`src/rtl/fft_pkg.sv`:
```
// Shared FFT datapath types and constants.
// Holds the complex sample and twiddle structs (at the default 16-bit widths)
// and the twiddle mode encoding used by the multiplier.
package fft_pkg;

   localparam int FFT_DATA_WIDTH = 16;
   localparam int FFT_COEF_WIDTH = 16;

   typedef struct packed {
      logic signed [FFT_DATA_WIDTH-1:0] re;
      logic signed [FFT_DATA_WIDTH-1:0] im;
   } cplx_t;

   typedef struct packed {
      logic signed [FFT_COEF_WIDTH-1:0] cos;
      logic signed [FFT_COEF_WIDTH-1:0] sin;
   } twiddle_t;

   // Forward multiplies by (cos - j*sin); inverse uses the conjugate (cos + j*sin).
   localparam logic TW_FWD = 1'b0;
   localparam logic TW_INV = 1'b1;

   function automatic logic isInverse(input logic mode);
      return (mode == TW_INV);
   endfunction

endpackage

```
`src/rtl/tw_round_sat.sv`:
```
// Combinational rescaler for one twiddle product component.
// Adds half an LSB of the output scale, shifts right arithmetically by
// FRAC_BITS and narrows to OUT_WIDTH. Macro TWIDDLE_MUL_SAT_EN selects
// clamping with a sat flag; without it the value wraps and sat_o is 0.
module tw_round_sat #(
   parameter int IN_WIDTH  = 33,
   parameter int OUT_WIDTH = 16,
   parameter int FRAC_BITS = 15
) (
   input  logic signed [IN_WIDTH-1:0]  val_i,
   output logic signed [OUT_WIDTH-1:0] val_o,
   output logic                        sat_o
);

   // One extra bit so that adding the rounding constant can never overflow.
   localparam int RW = IN_WIDTH + 1;
   localparam logic signed [RW-1:0] ONE   = RW'(1);
   localparam logic signed [RW-1:0] HALF  = ONE <<< (FRAC_BITS - 1);
   localparam logic signed [RW-1:0] MAX_V = (ONE <<< (OUT_WIDTH - 1)) - ONE;
   localparam logic signed [RW-1:0] MIN_V = -(ONE <<< (OUT_WIDTH - 1));

   logic signed [RW-1:0] rounded;
   logic signed [RW-1:0] scaled;

   assign rounded = RW'(val_i) + HALF;
   assign scaled  = rounded >>> FRAC_BITS;

`ifdef TWIDDLE_MUL_SAT_EN
   // Clamp to the nearest representable bound and flag the clip.
   always_comb begin
      val_o = OUT_WIDTH'(scaled);
      sat_o = 1'b0;
      if (scaled > MAX_V) begin
         val_o = OUT_WIDTH'(MAX_V);
         sat_o = 1'b1;
      end else if (scaled < MIN_V) begin
         val_o = OUT_WIDTH'(MIN_V);
         sat_o = 1'b1;
      end
   end
`else
   assign val_o = OUT_WIDTH'(scaled);
   assign sat_o = 1'b0;
`endif

endmodule

```
`src/rtl/twiddle_mul_pipe.sv`:
```
// Three-stage signed complex twiddle multiplier with valid/ready flow control.
// S1 registers the four partial products, S2 the signed sums, S3 the rounded
// and narrowed result. Each stage has its own valid so bubbles collapse under
// backpressure. Optional saturation is selected by TWIDDLE_MUL_SAT_EN inside
// tw_round_sat; otherwise results wrap and out_sat_o stays 0.
module twiddle_mul_pipe
   import fft_pkg::*;
#(
   parameter int DATA_WIDTH = 16,
   parameter int COEF_WIDTH = 16,
   parameter int FRAC_BITS  = COEF_WIDTH - 1,
   parameter int TAG_WIDTH  = 8
) (
   input  logic                         clk_i,
   input  logic                         rst_i,
   input  logic                         in_valid_i,
   output logic                         in_ready_o,
   input  logic                         inv_i,
   input  logic signed [DATA_WIDTH-1:0] data_re_i,
   input  logic signed [DATA_WIDTH-1:0] data_im_i,
   input  logic signed [COEF_WIDTH-1:0] cos_theta_i,
   input  logic signed [COEF_WIDTH-1:0] sin_theta_i,
   input  logic [TAG_WIDTH-1:0]         in_tag_i,
   output logic                         out_valid_o,
   input  logic                         out_ready_i,
   output logic signed [DATA_WIDTH-1:0] out_re_o,
   output logic signed [DATA_WIDTH-1:0] out_im_o,
   output logic                         out_sat_o,
   output logic [TAG_WIDTH-1:0]         out_tag_o
);

   localparam int PW = DATA_WIDTH + COEF_WIDTH;
   localparam int SW = PW + 1;

   logic s1Valid_q, s2Valid_q, s3Valid_q;
   logic s1Adv, s2Adv, s3Adv;

   logic signed [PW-1:0] prodRc_d, prodIs_d, prodIc_d, prodRs_d;
   logic signed [PW-1:0] prodRc_q, prodIs_q, prodIc_q, prodRs_q;
   logic                 s1Inv_q;
   logic [TAG_WIDTH-1:0] s1Tag_q;

   logic signed [SW-1:0] sumRe_d, sumIm_d;
   logic signed [SW-1:0] sumRe_q, sumIm_q;
   logic [TAG_WIDTH-1:0] s2Tag_q;

   logic signed [DATA_WIDTH-1:0] roundRe, roundIm;
   logic                         satRe, satIm;
   logic signed [DATA_WIDTH-1:0] outRe_q, outIm_q;
   logic                         outSat_q;
   logic [TAG_WIDTH-1:0]         s3Tag_q;

   // A stage moves when it is empty or its successor moves; S3 moves on out_ready.
   always_comb begin
      s3Adv = !s3Valid_q || out_ready_i;
      s2Adv = !s2Valid_q || s3Adv;
      s1Adv = !s1Valid_q || s2Adv;
   end

   assign in_ready_o = s1Adv;

   // Four partial products of the incoming sample and twiddle.
   always_comb begin
      prodRc_d = PW'(data_re_i) * PW'(cos_theta_i);
      prodIs_d = PW'(data_im_i) * PW'(sin_theta_i);
      prodIc_d = PW'(data_im_i) * PW'(cos_theta_i);
      prodRs_d = PW'(data_re_i) * PW'(sin_theta_i);
   end

   // S1 captures products, mode and tag of an accepted beat.
   always_ff @(posedge clk_i) begin
      if (rst_i) begin
         s1Valid_q <= 1'b0;
         prodRc_q  <= '0;
         prodIs_q  <= '0;
         prodIc_q  <= '0;
         prodRs_q  <= '0;
         s1Inv_q   <= TW_FWD;
         s1Tag_q   <= '0;
      end else if (s1Adv) begin
         s1Valid_q <= in_valid_i;
         if (in_valid_i) begin
            prodRc_q <= prodRc_d;
            prodIs_q <= prodIs_d;
            prodIc_q <= prodIc_d;
            prodRs_q <= prodRs_d;
            s1Inv_q  <= inv_i;
            s1Tag_q  <= in_tag_i;
         end
      end
   end

   // Combine products; the inverse mode flips the sign of the sin terms.
   always_comb begin
      sumRe_d = SW'(prodRc_q) + SW'(prodIs_q);
      sumIm_d = SW'(prodIc_q) - SW'(prodRs_q);
      if (isInverse(s1Inv_q)) begin
         sumRe_d = SW'(prodRc_q) - SW'(prodIs_q);
         sumIm_d = SW'(prodIc_q) + SW'(prodRs_q);
      end
   end

   // S2 holds the full-precision sums, one bit wider than the products.
   always_ff @(posedge clk_i) begin
      if (rst_i) begin
         s2Valid_q <= 1'b0;
         sumRe_q   <= '0;
         sumIm_q   <= '0;
         s2Tag_q   <= '0;
      end else if (s2Adv) begin
         s2Valid_q <= s1Valid_q;
         if (s1Valid_q) begin
            sumRe_q <= sumRe_d;
            sumIm_q <= sumIm_d;
            s2Tag_q <= s1Tag_q;
         end
      end
   end

   tw_round_sat #(
      .IN_WIDTH (SW),
      .OUT_WIDTH(DATA_WIDTH),
      .FRAC_BITS(FRAC_BITS)
   ) uRoundRe (
      .val_i(sumRe_q),
      .val_o(roundRe),
      .sat_o(satRe)
   );

   tw_round_sat #(
      .IN_WIDTH (SW),
      .OUT_WIDTH(DATA_WIDTH),
      .FRAC_BITS(FRAC_BITS)
   ) uRoundIm (
      .val_i(sumIm_q),
      .val_o(roundIm),
      .sat_o(satIm)
   );

   // S3 is the output register; it only changes on advance so stalls hold it.
   always_ff @(posedge clk_i) begin
      if (rst_i) begin
         s3Valid_q <= 1'b0;
         outRe_q   <= '0;
         outIm_q   <= '0;
         outSat_q  <= 1'b0;
         s3Tag_q   <= '0;
      end else if (s3Adv) begin
         s3Valid_q <= s2Valid_q;
         if (s2Valid_q) begin
            outRe_q  <= roundRe;
            outIm_q  <= roundIm;
            outSat_q <= satRe | satIm;
            s3Tag_q  <= s2Tag_q;
         end
      end
   end

   assign out_valid_o = s3Valid_q;
   assign out_re_o    = outRe_q;
   assign out_im_o    = outIm_q;
   assign out_sat_o   = outSat_q;
   assign out_tag_o   = s3Tag_q;

endmodule
```
`config.mk`:
```
export PLATFORM = sky130hd
export DESIGN_NAME = twiddle_mul_pipe
export DESIGN_NICKNAME = d
export VERILOG_FILES = /design/src/rtl/fft_pkg.sv /design/src/rtl/tw_round_sat.sv /design/src/rtl/twiddle_mul_pipe.sv
export SDC_FILE = /design/constraint.sdc
export NUM_CORES = 2
export LEC_CHECK = 0
export ABC_AREA = 0
export CORE_ASPECT_RATIO = 1.1
export CORE_MARGIN = 1
export CORE_UTILIZATION = 60
export CTS_BUF_LIST = sky130_fd_sc_hd__clkbuf_2 sky130_fd_sc_hd__clkbuf_4 sky130_fd_sc_hd__clkbuf_8
export CTS_CLUSTER_DIAMETER = 150
export DETAILED_ROUTE_END_ITERATION = 8
export DONT_BUFFER_PORTS = 1
export PLACE_DENSITY = 0.76
export SYNTH_ARGS = -nofsm -noshare
export SYNTH_HDL_FRONTEND = slang
export SYNTH_HIERARCHICAL = 1
export SYNTH_SLANG_ARGS = --single-unit
```
`constraint.sdc`:
```
create_clock -name clk_i -period 7.81 [get_ports clk_i]
set_input_delay 0.781 -clock clk_i [delete_from_list [all_inputs] [get_ports clk_i]]
set_output_delay 0.781 -clock clk_i [all_outputs]
set_load 0.01 [all_outputs]
```
==> impl_metrics.tcl <==
set metrics [dict create \
    outcome "finished, final reports clean" \
    clock.fmax_mhz 155 \
    synth_nets 7356 \
    final-max-slew-violation-count 0 \
    setup_violations 0 \
    number_of_resized_instances_in_the_post_cts_repair_step 0 \
    setup.worst_path.end_class "flop" \
    cp_cell_sequence "inv_1 -> nor2_1 -> fa_1 -> fa_1 -> fa_1 -> fa_1 -> fa_1 -> inv_1 -> fa_1 -> inv_1 -> ha_1 -> a211oi_1 -> nand2_1 -> a2111oi_0 -> a211o_1 -> nand2_1 -> a21o_1 -> a21oi_1 -> xnor2_1 -> a22o_1" \
    cp_common_cell "fa_1" \
    synthesis.yosys.warnings 6 \
    die_area_um2 85900 \
    route.antenna.remaining_nets 0 \
    grt_first_pass_wirelength_um 214000 \
    routabilityCongestion 0.981 \
    cpPeakStageDelay_ns 0.71 \
    worst-path-max-fanout 19 \
    timing.critical_path.slowest_stage_cell "inv_1" \
    finalCriticalPeriod_ns 6.46 \
    worstSetupStartpointType "primary input" \
    vias 38600 \
    clk_pin_slew_worst_paths_ns 0.06 \
    rows 111 \
    wl_um 132000 \
    io_pins 120 \
    max_slew.worst_pin.slew_ns 1.13 \
    clock_sinks 219 \
    postCtsHoldBufs 0 \
    synthCells 5835 \
    postCtsSetupRepairBufs 0 \
    cts_inserted_buffers 40 \
    grt_start_max_net_pins 198 \
    start_util 0.608 \
    worst_path_bufs_invs 3 \
    grt_overflow_total 0 \
    die-height_um 307 \
    die_w_um 280 \
    clock_insertion_delay_worst_skew_ns 0.66 \
    drive_gt1_frac 0.0238 \
    timing.setup.critical_path_class "in -> reg" \
    port_buffers 0 \
    layout.nets 7116 \
    root_buffer "clkbuf_8" \
    final.setup.tns_ns 0 \
    gr-usage-all-layers 0.319 \
    grt_setup_unrepaired "false" \
    timing_hold_violations_final 0 \
    dr.pass1.iters 8 \
    drcViolationCount 0 \
    postSynthAreaPerCell_um2 8.71 \
    clock-skew-final_ns 0.0584 \
    worst-endpoint-arrival_ns 7.00 \
    cpLargestDelayFamily "adder cells" \
    netlist_area_um2 50800 \
    final.hold.worst_slack_ns 0.241 \
    detailed_route_wire_length_per_cell_um 19.6 \
    grt_pass1_vias 40600 \
    period_share 0.827 \
    timing.slew.headroom 0.242 \
    cts_tree "yes" \
    routed_via_density 5.72 \
    ctsHtreeMaxLevel 2 \
    design.core.area_um2 83600 \
    cp_data_required_time_ns 8.35 \
    timing.hold.worst.class "in -> reg" \
    detailed_place_hpwl_um 102000 \
    dr_iter_0_viols 2685 \
    syn2layout_area_growth_pct 2.61 \
    antenna_found_initial 3 \
    cap_viol_max_count 0 \
    ctsLongestPathBuffers 3 \
]
## final cells by class
cell class / count / area [um2]
inverter: 1175 / 4410
timing repair buffer: 12 / 90.1
fill: 7145 / 31400
antenna: 3 / 7.51
multi-input combinational: 4147 / 41000
sequential: 219 / 4390
clock inverter: 12 / 146
tap: 1130 / 1410
clock buffer: 58 / 742
## layer usage
metal | global-route usage | vias up | routed length [um]
met2 | 0.523 | 1567 | 62300
met1 | 0.412 | 19400 | 51500
met5 | 0 | - | 13
li1 | - | 17200 | -
met4 | 0.142 | 2 | 6990
met3 | 0.0585 | 379 | 11500
## state kept, by name, indices dropped and copies added (netlist names)
| name | count |
|---|---|
| prodIc_q | 31 |
| prodIs_q | 31 |
| prodRc_q | 31 |
| prodRs_q | 31 |
| sumIm_q | 17 |
| sumRe_q | 17 |
| out_im_o | 16 |
| out_re_o | 16 |
| out_tag_o | 8 |
| s1Tag_q | 8 |
| s2Tag_q | 8 |
| out_sat_o | 1 |
| out_valid_o | 1 |
| s1Inv_q | 1 |
| s1Valid_q | 1 |
| s2Valid_q | 1 |
## path summary, 6_finish.rpt
| path | slack, ns | depth (start not counted) | to | startpoint |
|---|---|---|---|---|
| worst min register to register | 0.45 | 2 | s2Tag_q[4]$_SDFFE_PP0P_ | s1Tag_q[4]$_SDFFE_PP0P_ |
| worst max-delay path | 1.35 | 20 | prodIs_q[23]$_SDFFE_PP0P_ | sin_theta_i[15] |
| worst max register to register | 3.18 | 15 | sumRe_q[30]$_SDFFE_PP0P_ | prodIs_q[2]$_SDFFE_PP0P_ |
| worst min-delay path | 0.24 | 1 | out_im_o[11]$_SDFFE_PP0P_ | rst_i |
## per-stage QoR
step | setup WS, ns | cells | area [um2] | util
after global routing | 0.974 | 6754 | 52200 | 0.624
after global placement | 0.977 | 6683 | 51300 | 0.613
after floorplan | 1.07 | 5835 | 50800 | -
after CTS | 1.45 | 6753 | 52200 | 0.624
after detailed placement | 0.779 | 6683 | 51300 | 0.613
final | 1.35 | 6756 | 52200 | 0.624
## layout by cell type, fill, tap and decap left out, types with 42 or more instances in the layout
master	count
inv_1	1175
fa_1	1050
nand2_1	828
and2_1	499
ha_1	394
a21oi_1	318
dfxtp_1	218
nor2_1	210
xnor2_1	124
xor2_1	74
a21o_1	66
nor3_1	53
clkbuf_8	49
o21ai_1	44
a211oi_1	43
nand3_1	42
## worst register-to-register path, delay by kind of cell (launching register included)
family	cells	cell delay (ns)
and+or+nand+nor	5	1.93
AOI/OAI and AO/OA	7	1.26
xor gates and xnor gates	2	0.56
DFF	1	0.36
adders and majority gates	1	0.36
Power is left out: the tool's default activity adds up to more than one toggle a clock period on the data nets, which glitch-free logic cannot reach.
